## src/rtl/mem_readout_core.sv

```systemverilog
// Priority-encoded readout of twelve item memories into one serial 45-bit stream.
// Counts are latched per event; one entry per clock is read from the lowest memory with work left.
module mem_readout_core #(
  parameter int          DW      = 45,
  parameter int          RD_LAT  = 2,
  parameter logic [6:0]  MAX_CYC = 7'd100
) (
  input  logic          clk,
  input  logic          reset,
  input  logic          new_event,
  input  logic [2:0]    BX,
  input  logic [6:0]    clk_cnt,
  input  logic [2:0]    BX_pipe,
  input  logic [5:0]    items00,
  input  logic [5:0]    items01,
  input  logic [5:0]    items02,
  input  logic [5:0]    items03,
  input  logic [5:0]    items04,
  input  logic [5:0]    items05,
  input  logic [5:0]    items06,
  input  logic [5:0]    items07,
  input  logic [5:0]    items08,
  input  logic [5:0]    items09,
  input  logic [5:0]    items10,
  input  logic [5:0]    items11,
  input  logic [DW-1:0] mem_dat00,
  input  logic [DW-1:0] mem_dat01,
  input  logic [DW-1:0] mem_dat02,
  input  logic [DW-1:0] mem_dat03,
  input  logic [DW-1:0] mem_dat04,
  input  logic [DW-1:0] mem_dat05,
  input  logic [DW-1:0] mem_dat06,
  input  logic [DW-1:0] mem_dat07,
  input  logic [DW-1:0] mem_dat08,
  input  logic [DW-1:0] mem_dat09,
  input  logic [DW-1:0] mem_dat10,
  input  logic [DW-1:0] mem_dat11,
  output logic [5:0]    addr00,
  output logic [5:0]    addr01,
  output logic [5:0]    addr02,
  output logic [5:0]    addr03,
  output logic [5:0]    addr04,
  output logic [5:0]    addr05,
  output logic [5:0]    addr06,
  output logic [5:0]    addr07,
  output logic [5:0]    addr08,
  output logic [5:0]    addr09,
  output logic [5:0]    addr10,
  output logic [5:0]    addr11,
  output logic [DW-1:0] mem_dat_stream,
  output logic          valid,
  output logic          none
);

  localparam int NMEM = 12;

  logic [5:0]    items_s   [NMEM];
  logic [DW-1:0] mem_dat_s [NMEM];
  logic [5:0]    cnt_r     [NMEM];
  logic [4:0]    idx_r     [NMEM];
  logic [5:0]    addr_r    [NMEM];
  logic [3:0]    sel_pipe_r [RD_LAT+1];
  logic          iss_pipe_r [RD_LAT+1];
  logic [2:0]    bx_q_r;
  logic [3:0]    sel_s;
  logic          any_s;
  logic          issue_s;

  function automatic logic [5:0] clamp_items(input logic [5:0] n);
    return (n > 6'd32) ? 6'd32 : n;
  endfunction

  assign items_s[0]  = items00;
  assign items_s[1]  = items01;
  assign items_s[2]  = items02;
  assign items_s[3]  = items03;
  assign items_s[4]  = items04;
  assign items_s[5]  = items05;
  assign items_s[6]  = items06;
  assign items_s[7]  = items07;
  assign items_s[8]  = items08;
  assign items_s[9]  = items09;
  assign items_s[10] = items10;
  assign items_s[11] = items11;

  assign mem_dat_s[0]  = mem_dat00;
  assign mem_dat_s[1]  = mem_dat01;
  assign mem_dat_s[2]  = mem_dat02;
  assign mem_dat_s[3]  = mem_dat03;
  assign mem_dat_s[4]  = mem_dat04;
  assign mem_dat_s[5]  = mem_dat05;
  assign mem_dat_s[6]  = mem_dat06;
  assign mem_dat_s[7]  = mem_dat07;
  assign mem_dat_s[8]  = mem_dat08;
  assign mem_dat_s[9]  = mem_dat09;
  assign mem_dat_s[10] = mem_dat10;
  assign mem_dat_s[11] = mem_dat11;

  assign addr00 = addr_r[0];
  assign addr01 = addr_r[1];
  assign addr02 = addr_r[2];
  assign addr03 = addr_r[3];
  assign addr04 = addr_r[4];
  assign addr05 = addr_r[5];
  assign addr06 = addr_r[6];
  assign addr07 = addr_r[7];
  assign addr08 = addr_r[8];
  assign addr09 = addr_r[9];
  assign addr10 = addr_r[10];
  assign addr11 = addr_r[11];

  // Fixed-priority pick of the lowest memory that still has unread items.
  always_comb begin
    sel_s = 4'd0;
    any_s = 1'b0;
    for (int i = NMEM - 1; i >= 0; i--) begin
      if (cnt_r[i] != 6'd0) begin
        sel_s = 4'(i);
        any_s = 1'b1;
      end else begin
        any_s = any_s;
      end
    end
  end

  // The load cycle of a new event never issues; past MAX_CYC issuing stalls with counts kept.
  assign issue_s = ~new_event & any_s & (clk_cnt <= MAX_CYC);
  assign none    = ~any_s;

  // Per-memory remaining count, read index and address register.
  always_ff @(posedge clk or negedge reset) begin
    if (!reset) begin
      for (int i = 0; i < NMEM; i++) begin
        cnt_r[i]  <= 6'd0;
        idx_r[i]  <= 5'd0;
        addr_r[i] <= 6'd0;
      end
      bx_q_r <= 3'd0;
    end else if (new_event) begin
      for (int i = 0; i < NMEM; i++) begin
        cnt_r[i] <= clamp_items(items_s[i]);
        idx_r[i] <= 5'd0;
      end
      bx_q_r <= BX;
    end else if (issue_s) begin
      cnt_r[sel_s]  <= cnt_r[sel_s] - 6'd1;
      idx_r[sel_s]  <= idx_r[sel_s] + 5'd1;
      addr_r[sel_s] <= {BX_pipe[0], idx_r[sel_s]};
    end else begin
      bx_q_r <= bx_q_r;
    end
  end

  // Stage 0 lines up with the address register; the tap meets data RD_LAT cycles later.
  always_ff @(posedge clk or negedge reset) begin
    if (!reset) begin
      for (int k = 0; k <= RD_LAT; k++) begin
        sel_pipe_r[k] <= 4'd0;
        iss_pipe_r[k] <= 1'b0;
      end
    end else begin
      sel_pipe_r[0] <= sel_s;
      iss_pipe_r[0] <= issue_s;
      for (int k = 1; k <= RD_LAT; k++) begin
        sel_pipe_r[k] <= sel_pipe_r[k-1];
        iss_pipe_r[k] <= iss_pipe_r[k-1];
      end
    end
  end

  // Output register: capture the selected memory's data when a real read arrives.
  always_ff @(posedge clk or negedge reset) begin
    if (!reset) begin
      mem_dat_stream <= {DW{1'b0}};
      valid          <= 1'b0;
    end else if (iss_pipe_r[RD_LAT]) begin
      mem_dat_stream <= mem_dat_s[sel_pipe_r[RD_LAT]];
      valid          <= 1'b1;
    end else begin
      valid          <= 1'b0;
    end
  end

endmodule

```

## config.mk

```make
export PLATFORM = sky130hd
export DESIGN_NAME = mem_readout_core
export DESIGN_NICKNAME = d
export VERILOG_FILES = /design/src/rtl/mem_readout_core.sv
export SDC_FILE = /design/constraint.sdc
export NUM_CORES = 1
export LEC_CHECK = 0
export CAP_MARGIN = 10
export CORE_AREA = 2 2 290 292
export CTS_CLUSTER_DIAMETER = 100
export DETAILED_ROUTE_END_ITERATION = 6
export DIE_AREA = 0 0 292 294
export PLACE_DENSITY = 0.46
export SLEW_MARGIN = 20
export SYNTH_ARGS = -nofsm -noshare
export SYNTH_HDL_FRONTEND = slang
export SYNTH_SLANG_ARGS = --single-unit
```

## constraint.sdc

```tcl
create_clock -name clk -period 8.28 [get_ports clk]
set_input_delay 2.484 -clock clk [delete_from_list [all_inputs] [get_ports clk]]
set_output_delay 2.484 -clock clk [all_outputs]
set_load 0.1 [all_outputs]
```

==> qor.txt, run 1 <==
outcome -> completed
CTS Root Buffer Type -> clkbuf_16
crit start category -> register
Final setup viols -> 0
area grow syn2layout -> 59.7%
cts repair resizes -> 0
area of the multi-input gates -> 9000 um^2
I/O pin cnt -> 747
CTS tree -> built
H-Tree Depth -> 2
Die X -> 292 um
CORE AREA -> 82900 um^2
total number of vias -> 16900
vias in the first global route -> 17400
Yosys reg bits -> 265
GRT Total Usage -> 0.252
post-synthesis cell count -> 1609
first-pass GRT wire length -> 149 mm
hold crit path type -> reg2reg
fin area -> 25800 um^2
TNS Setup -> 0 ps
P_leak -> 9.83 nW
PD cells -> 215 nW/um^2
Detail Placement HPWL -> 91.0 mm
number of unique standard cell types used by synthesis -> 74
RSZ-0062 raised after global routing -> false
share of power burned in registers -> 0.287
Starting Density -> 0.195
initial antenna violation count -> 99
post-route ant nets -> 0
total iterations of the first detailed-routing run -> 5
fin. max-slew vios -> 0
Sequential Area -> 6650 um^2
WP data arrival -> 3890 ps
Routed wire per std cell -> 32.6 um
die footprint -> 85800 um^2
Via-to-Cell Ratio -> 4.96
residual DRC count -> 0
Seq/Total Area, Yosys -> 0.410
Synth async-reset ratio -> 1.00
non-filler cells in the finished layout -> 3416
Worst-Skew Late Latency -> 560 ps
total grt overflow -> 0
Max stage delay on crit path -> 1200 ps
fillcell total -> 8531
Final Wtd Congestion -> 0.966
clock transition at the registers of the reported paths -> 60 ps
Tightest Pin Transition -> 1120 ps
Iter 0 DRT Violations -> 1183
clock share of power -> 0.275
Critical Path RT -> 5800 ps
worst-path maximum fanout -> 6
Final min period -> 6380 ps
final WL -> 111 mm
largest net degree at the start of global routing -> 146
worst vdd ir -> 0.191 mV
# clock sinks -> 265
NetSw -> 0.00236 W
clk buf depth -> 3
endpoints failing hold -> 0
Cell Area, Placed -> 24600 um^2
Mapped Area -> 16200 um^2
routed length on met1 -> 42.4 mm
final design utilization -> 0.312
maxcap violations -> 0
TritonCTS Buffers -> 36
dominant synthesized flop cell -> dfrtp_1
Sw Share -> 0.426
final period utilization -> 0.770
number of core rows -> 106
P_int -> 0.00318 W
most used cell, CP -> nor2_1
placed cell count -> 3331
DR top layer -> met5
clock skew -> 26.2 ps
CP Capture Type -> output port
CP Cell Sequence -> nor4_1, nand4_1, nor2_1, nand2_1, nor2_1, clkdlybuf4s50_1
Crit Path Class -> reg2out
Yosys warnings -> 0
CP max-delay cell -> clkdlybuf4s50_1
Detail Route met2 WL -> 54.2 mm
relative slew slack -> 0.251
hold buffers post-CTS -> 0
Die Height -> 294 um
Syn Nets -> 2239
postcts setup bufs -> 0
met3 routed WL -> 11.3 mm
EDFF count, synth -> 0
combinational fraction of design power -> 0.438
PortBufs -> 741
fmax -> 0.157 GHz
Final nets -> 2919
syn avg cell area -> 10.0 um^2
share of layout cells above drive strength 1 -> 0.130
==> critical path: cells and delay by family (launching register included) <==
kind / cells / cell delay, ps
DFF: 1 / 430
and+or+nand+nor: 5 / 1700
buffers and inverters: 1 / 1200
==> metal layers <==
| metal | GRT usage | vias up |
|---|---|---|
| met3 | 0.102 | 222 |
| met1 | 0.289 | 8430 |
| met4 | 0.0660 | 60 |
| met5 | 0 | - |
| met2 | 0.432 | 857 |
| li1 | - | 7361 |
==> state kept, by name, summed over array words and instances (netlist names), 12 cells and up <==
signal	cells
mem_dat_stream	45
idx_r	60
sel_pipe_r	12
cnt_r	72
==> synth_stat cells, drive strengths merged, types with 5 or more instances <==
master  instances  area, um^2
nand4           7        50.1
a21oi         125         629
nor3b           5        37.5
inv            12        45.1
nor4           16         125
a21o            5        37.5
nor3           28         178
mux2i          67         671
a211oi         13         103
dfrtp         265        6630
a22o           12         105
mux4          135        3040
nand3          53         270
mux2            7        82.6
a22oi          44         330
buf            45         244
nand2         253         950
or3             5        31.3
o21ai         145         763
a32oi           7        61.3
clkbuf         80         300
nor2          188         708
and2           10        62.6
a31oi          18         113
or2             5        31.3
==> stage by stage <==
stage               setup WS, ps  hold slack (ps)  power (W)
CTS                         1880              350    0.00559
floorplan                   3190              331    0.00299
global placement            2100              332    0.00403
detailed placement          2110              335    0.00404
global route                1680              354    0.00576
finish                      1900              347    0.00554
==> final timing paths <==
kind / endpoint / from / depth (start not counted) / slack (ps)
max: none / cnt_r[67] / 6 / 1900
min: sel_pipe_r[4] / sel_pipe_r[8] / 0 / 350
max reg2reg: cnt_r[7] / cnt_r[26] / 13 / 2690
min reg2reg: sel_pipe_r[4] / sel_pipe_r[8] / 0 / 350
max in group asynchronous: sel_pipe_r[1] / reset / 2 / 5010
min in group asynchronous: addr08[0] / reset / 1 / 1880
==> kinds of logic after synthesis <==
| family | Yosys count | share of synthesized area |
|---|---|---|
| flip-flops | 265 | 0.410 |
| AND/OR/NAND/NOR | 587 | 0.159 |
| XOR/XNOR | 6 | 0.00488 |
| adder cells (fa/ha/maj) | 2 | 0.00155 |
| AO/OA/AOI/OAI | 402 | 0.153 |
| buffers and inverters | 138 | 0.0367 |
| multiplexers | 209 | 0.235 |
==> power by group through the flow <==
stage | Combinational, W | Sequential (W) | Clock (W)
finish | 0.00243 | 0.00159 | 0.00152
global route | 0.00254 | 0.00161 | 0.00161
CTS | 0.00244 | 0.00159 | 0.00156
detailed placement | 0.00243 | 0.00161 | 0
global placement | 0.00242 | 0.00161 | 0
floorplan | 0.000937 | 0.00206 | 0
==> area by class of cell <==
| type | instances | area share |
|---|---|---|
| Antenna cell | 24 | 0.00233 |
| Clock buffer | 49 | 0.0395 |
| Clock inverter | 12 | 0.00426 |
| Inverter | 13 | 0.00189 |
| Multi-Input combinational cell | 1206 | 0.348 |
| Sequential cell | 265 | 0.257 |
| Tap cell | 1080 | 0.0523 |
| Timing Repair Buffer | 767 | 0.294 |
==> cells in the final DEF (no fill, tap or decap), drive strengths merged, types with 7 or more instances in the layout <==
cell	instances
clkbuf	49
dfrtp	265
nor3	28
a22oi	44
o21ai	145
nand3	53
a32oi	7
nor2	188
diode	24
a22o	12
a211oi	13
mux2	7
clkinv	8
mux2i	67
and2	10
a31oi	18
nand4	7
a21oi	125
inv	15
nor4	16
nand2	253
mux4	135
clkdlybuf4s50	719
buf	48
Note: power is estimated with default switching activity, not from simulation.
==> run 2: changes to the inputs <==
- clock period: 8.28 -> 6.6 ns (I/O delays scaled with it)
==> qor.txt, run 2 (synthesis gave the netlist of run 1 again) <==
crit start category -> register
Routed wire per std cell -> 32.7 um (+0.43%)
clock transition at the registers of the reported paths -> 60 ps (about the same)
Final Wtd Congestion -> 0.936 (-3.1%)
CP max-delay cell -> clkdlybuf4s50_1
hold buffers post-CTS -> 0 (unchanged)
Worst-Skew Late Latency -> 580 ps (+20 ps)
most frequent cells in the layout -> clkdlybuf4s50_1 (719), dfrtp_1 (260), nand2_1 (253)
CTS tree -> built
Tightest Pin Transition -> 1130 ps (+10.0 ps)
PortBufs -> 741 (unchanged)
die footprint -> 85800 um^2 (unchanged)
area grow syn2layout -> 60.9%
Die Height -> 294 um (unchanged)
Via-to-Cell Ratio -> 4.98 (+0.53%)
total grt overflow -> 0 (unchanged)
Crit Path Class -> reg2out
crit-path leading delay family -> simple AND/OR/NAND/NOR gates
CTS Root Buffer Type -> clkbuf_16
total iterations of the first detailed-routing run -> 5 (unchanged)
TritonCTS Buffers -> 35 (-2.8%)
largest net degree at the start of global routing -> 119 (-18%)
outcome -> completed
most common cell after layout, fill and taps aside -> clkdlybuf4s50_1
Starting Density -> 0.195 (unchanged)
GRT Total Usage -> 0.254 (+0.00215)
I/O pin cnt -> 747 (unchanged)
Final nets -> 2940 (+0.72%)
postcts setup bufs -> 0 (unchanged)
worst-path maximum fanout -> 6 (unchanged)
total number of vias -> 17100 (+1.1%)
CP Capture Type -> output port
initial antenna violation count -> 89 (-10%)
share of layout cells above drive strength 1 -> 0.137 (+0.00686)
Buf+Inv Stages, Crit Path -> 1 (unchanged)
clk buf depth -> 3 (unchanged)
Final min period -> 5990 ps
endpoints failing hold -> 0 (unchanged)
relative slew slack -> 0.241 (-0.00906)
Top reg by flops -> cnt_r
WP data arrival -> 4010 ps (+120 ps)
fmax -> 0.167 GHz
Die X -> 292 um (unchanged)
hold crit path type -> reg2reg
CP Cell Sequence -> nor4_1, nand4_1, nor2_1, nand2_1, nor2_1, clkdlybuf4s50_1
post-route ant nets -> 0 (unchanged)
Critical Path RT -> 4620 ps (-1180 ps)
worst vdd ir -> 0.206 mV (+7.6%)
Max stage delay on crit path -> 1220 ps (+20 ps)
WHS -> 344 ps (-2.84 ps)
Final setup viols -> 0 (unchanged)
final WL -> 112 mm (+1.0%)
final period utilization -> 0.908
Detail Placement HPWL -> 92.6 mm (+1.7%)
# clock sinks -> 265 (unchanged)
clock skew -> 45.0 ps (+18.8 ps)
most used cell, CP -> nor2_1
cts repair resizes -> 0 (unchanged)
maxcap violations -> 0 (unchanged)
fin. max-slew vios -> 0 (unchanged)
fillcell total -> 8538 (+0.082%)
PD cells -> 273 nW/um^2 (+27%)
vias in the first global route -> 17500 (+0.65%)
max FFs per register -> 72 (unchanged)
Regs by FF count -> cnt_r (72), idx_r (60), mem_dat_stream (45)
H-Tree Depth -> 2 (unchanged)
TNS Setup -> 0 ps (unchanged)
first-pass GRT wire length -> 150 mm (+0.37%)
residual DRC count -> 0 (unchanged)
Iter 0 DRT Violations -> 1369 (+16%)
RSZ-0062 raised after global routing -> false
P_leak -> 9.95 nW (+1.2%)
number of core rows -> 106 (unchanged)
CORE AREA -> 82900 um^2 (unchanged)
## run 2: final timing paths
kind	startpoint	to	slack, ps	depth (start not counted)
max	cnt_r[54]	none	610	6
min	sel_pipe_r[4]	sel_pipe_r[0]	340	0
max reg2reg	cnt_r[67]	cnt_r[31]	1500	14
min reg2reg	sel_pipe_r[4]	sel_pipe_r[0]	340	0
max in group asynchronous	reset	iss_pipe_r[0]	3720	2
min in group asynchronous	reset	addr05[0]	1540	1
## run 2: layer usage
layer | vias to the layer above | track usage | wire length (um)
met3 | 230 | 0.130 | 14300
met4 | 60 | 0.0719 | 3840
met1 | 8551 | 0.274 | 39600
met2 | 881 | 0.435 | 54300
met5 | - | 0 | 385
li1 | 7398 | - | -
## run 2: per-stage QoR
stage	setup slack (ps)	cell area, um^2	power [W]	instances	utilization
global route	465	26000	0.00740	3427	0.314
floorplan	2020	16200	0.00376	1609	-
CTS	675	26000	0.00719	3415	0.313
finish	608	26000	0.00711	3436	0.314
global placement	953	24800	0.00510	3353	0.299
detailed placement	1020	24800	0.00511	3353	0.299
## run 2: final cells by class
type	count	area, um^2	area share
antenna	21	52.6	0.00202
clock buffer	50	1000	0.0385
clock inverter	12	199	0.00765
inverter	13	48.8	0.00188
multi-input combinational	1206	8970	0.345
sequential	265	6650	0.256
tap	1080	1350	0.0519
timing repair buffer	789	7740	0.298
## run 2: where the power goes
group / total, W / internal (W) / switching, W
logic: 0.00308 / 0.00111 / 0.00198
clock network: 0.00204 / 0.00122 / 0.000818
registers: 0.00198 / 0.00179 / 0.000190
total: 0.00711 / 0.00412 / 0.00298
==> run 3: changes to the inputs <==
- CORE_AREA: 2 2 290 292 -> 2 2 292 294
- DIE_AREA: 0 0 292 294 -> 0 0 294 296
==> qor.txt, run 3 (synthesis gave the netlist of run 1 again) <==
hold depth -> 0 (unchanged)
clk buf depth -> 3 (unchanged)
CP Cell Sequence -> nor4_1, nand4_1, nor2_1, nand2_1, nor2_1, clkdlybuf4s50_1
residual DRC count -> 0 (unchanged)
clock transition at the registers of the reported paths -> 60 ps (about the same)
Die Height -> 296 um (+0.68%)
most used cell, CP -> nor2_1
Crit Path Class -> reg2out
Via-to-Cell Ratio -> 4.92 (-1.2%)
crit start category -> register
max FFs per register -> 72 (unchanged)
instance count on the critical path -> 6 (unchanged)
CP Capture Type -> output port
Regs by FF count -> cnt_r (72), idx_r (60), mem_dat_stream (45)
die footprint -> 87000 um^2 (+1.4%)
fin. max-slew vios -> 0 (unchanged)
Detail Placement HPWL -> 92.3 mm (-0.38%)
share of layout cells above drive strength 1 -> 0.135 (-0.00131)
first-pass GRT wire length -> 148 mm (-1.2%)
RSZ-0062 raised after global routing -> false
Die X -> 294 um (+0.68%)
Final nets -> 2933 (-0.24%)
PortBufs -> 741 (unchanged)
CTS Root Buffer Type -> clkbuf_16
PD cells -> 272 nW/um^2 (-0.27%)
FF-to-FF setup slack -> 1420 ps (-80 ps)
fin area -> 26000 um^2 (about the same)
NetSw -> 0.00295 W (-1.0%)
WHS -> 348 ps (+3.81 ps)
total iterations of the first detailed-routing run -> 5 (unchanged)
worst-path maximum fanout -> 6 (unchanged)
Starting Density -> 0.192 (-0.00305)
Top reg by flops -> cnt_r
final period utilization -> 0.889 (-0.0185)
# clock sinks -> 265 (unchanged)
Max stage delay on crit path -> 1210 ps (about the same)
hold crit path type -> reg2reg
most frequent cells in the layout -> clkdlybuf4s50_1 (720), dfrtp_1 (260), nand2_1 (253)
vias in the first global route -> 17400 (-0.78%)
reg2reg end -> cnt_r[25]
outcome -> completed
H-Tree Depth -> 1 (-1)
crit-path leading delay family -> simple AND/OR/NAND/NOR gates
RR Startpoint -> cnt_r[24]
postcts setup bufs -> 0 (unchanged)
endpoints failing hold -> 0 (unchanged)
P_leak -> 9.95 nW (about the same)
Hold Crit Start -> iss_pipe_r[1]
fmax -> 0.170 GHz (+2.1%)
Iter 0 DRT Violations -> 1256 (-8.3%)
WP data arrival -> 3890 ps (-120 ps)
CORE AREA -> 84200 um^2 (+1.6%)
Cell Area, Placed -> 24700 um^2 (about the same)
area grow syn2layout -> 61.0% (about the same)
maxcap violations -> 0 (unchanged)
hold worst-path end -> iss_pipe_r[0]
relative slew slack -> 0.273 (+0.0317)
P_int -> 0.00414 W (+0.38%)
share of power burned in registers -> 0.278 (about the same)
Worst-Skew Late Latency -> 620 ps (+40 ps)
Tightest Pin Transition -> 1080 ps (-52.3 ps)
total number of vias -> 17000 (-0.88%)
I/O pin cnt -> 747 (unchanged)
TritonCTS Buffers -> 31 (-11%)
cts repair resizes -> 0 (unchanged)
CP max-delay cell -> clkdlybuf4s50_1
combinational fraction of design power -> 0.438 (+0.004)
most common cell after layout, fill and taps aside -> clkdlybuf4s50_1
r2r worst-path depth -> 13 (-1)
TNS Setup -> 0 ps (unchanged)
GRT Total Usage -> 0.247 (-0.00701)
total grt overflow -> 0 (unchanged)
clock share of power -> 0.284 (-0.003)
largest net degree at the start of global routing -> 126 (+5.9%)
hold buffers post-CTS -> 0 (unchanged)
worst vdd ir -> 0.271 mV (+32%)
Final Wtd Congestion -> 0.940 (+0.43%)
Final min period -> 5870 ps (-122 ps)
number of core rows -> 107 (+0.94%)
Buf+Inv Stages, Crit Path -> 1 (unchanged)
Final setup viols -> 0 (unchanged)
final WL -> 112 mm (-0.32%)
CTS tree -> built
Critical Path RT -> 4620 ps (about the same)
Routed wire per std cell -> 32.5 um (-0.61%)
initial antenna violation count -> 86 (-3.4%)
overall power -> 0.00709 W (-0.21%)
post-route ant nets -> 0 (unchanged)
Sw Share -> 0.416 (-0.00344)
clock skew -> 24.4 ps (-20.7 ps)
## run 3: area by class of cell
type	count	area, um^2
Antenna cell	28	70.1
Clock buffer	38	852
Clock inverter	20	338
Fill cell	8656	58200
Inverter	13	48.8
Multi-Input combinational cell	1206	8960
Sequential cell	265	6650
Tap cell	1090	1360
Timing Repair Buffer	786	7750
## run 3: worst max path at each step
stage,from,end
floorplan,cnt_r[67],none
finish,cnt_r[67],none
global route,cnt_r[67],none
CTS,cnt_r[55],none
global placement,clk_cnt[0],cnt_r[5]
detailed placement,cnt_r[55],none
## run 3: per-stage QoR
step,util,worst slack [ps],cells
after CTS,0.308,734,3417
final,0.309,730,3446
after detailed placement,0.294,1400,3359
after floorplan,-,2020,1609
after global routing,0.309,578,3438
after global placement,0.294,1350,3359
## run 3: power by group through the flow
| stage | logic, W | registers (W) | clock network [W] |
|---|---|---|---|
| finish | 0.00310 | 0.00197 | 0.00202 |
| global placement | 0.00310 | 0.00199 | 0 |
| floorplan | 0.00118 | 0.00258 | 0 |
| CTS | 0.00311 | 0.00197 | 0.00207 |
| global route | 0.00325 | 0.00200 | 0.00213 |
| detailed placement | 0.00310 | 0.00200 | 0 |
## run 3: routing by layer
metal / routed length [um] / up-vias / GRT usage
met5: 242 / - / 0
met4: 4090 / 36 / 0.0996
met3: 9640 / 200 / 0.0699
met2: 56100 / 867 / 0.431
met1: 42000 / 8469 / 0.283
li1: - / 7397 / -
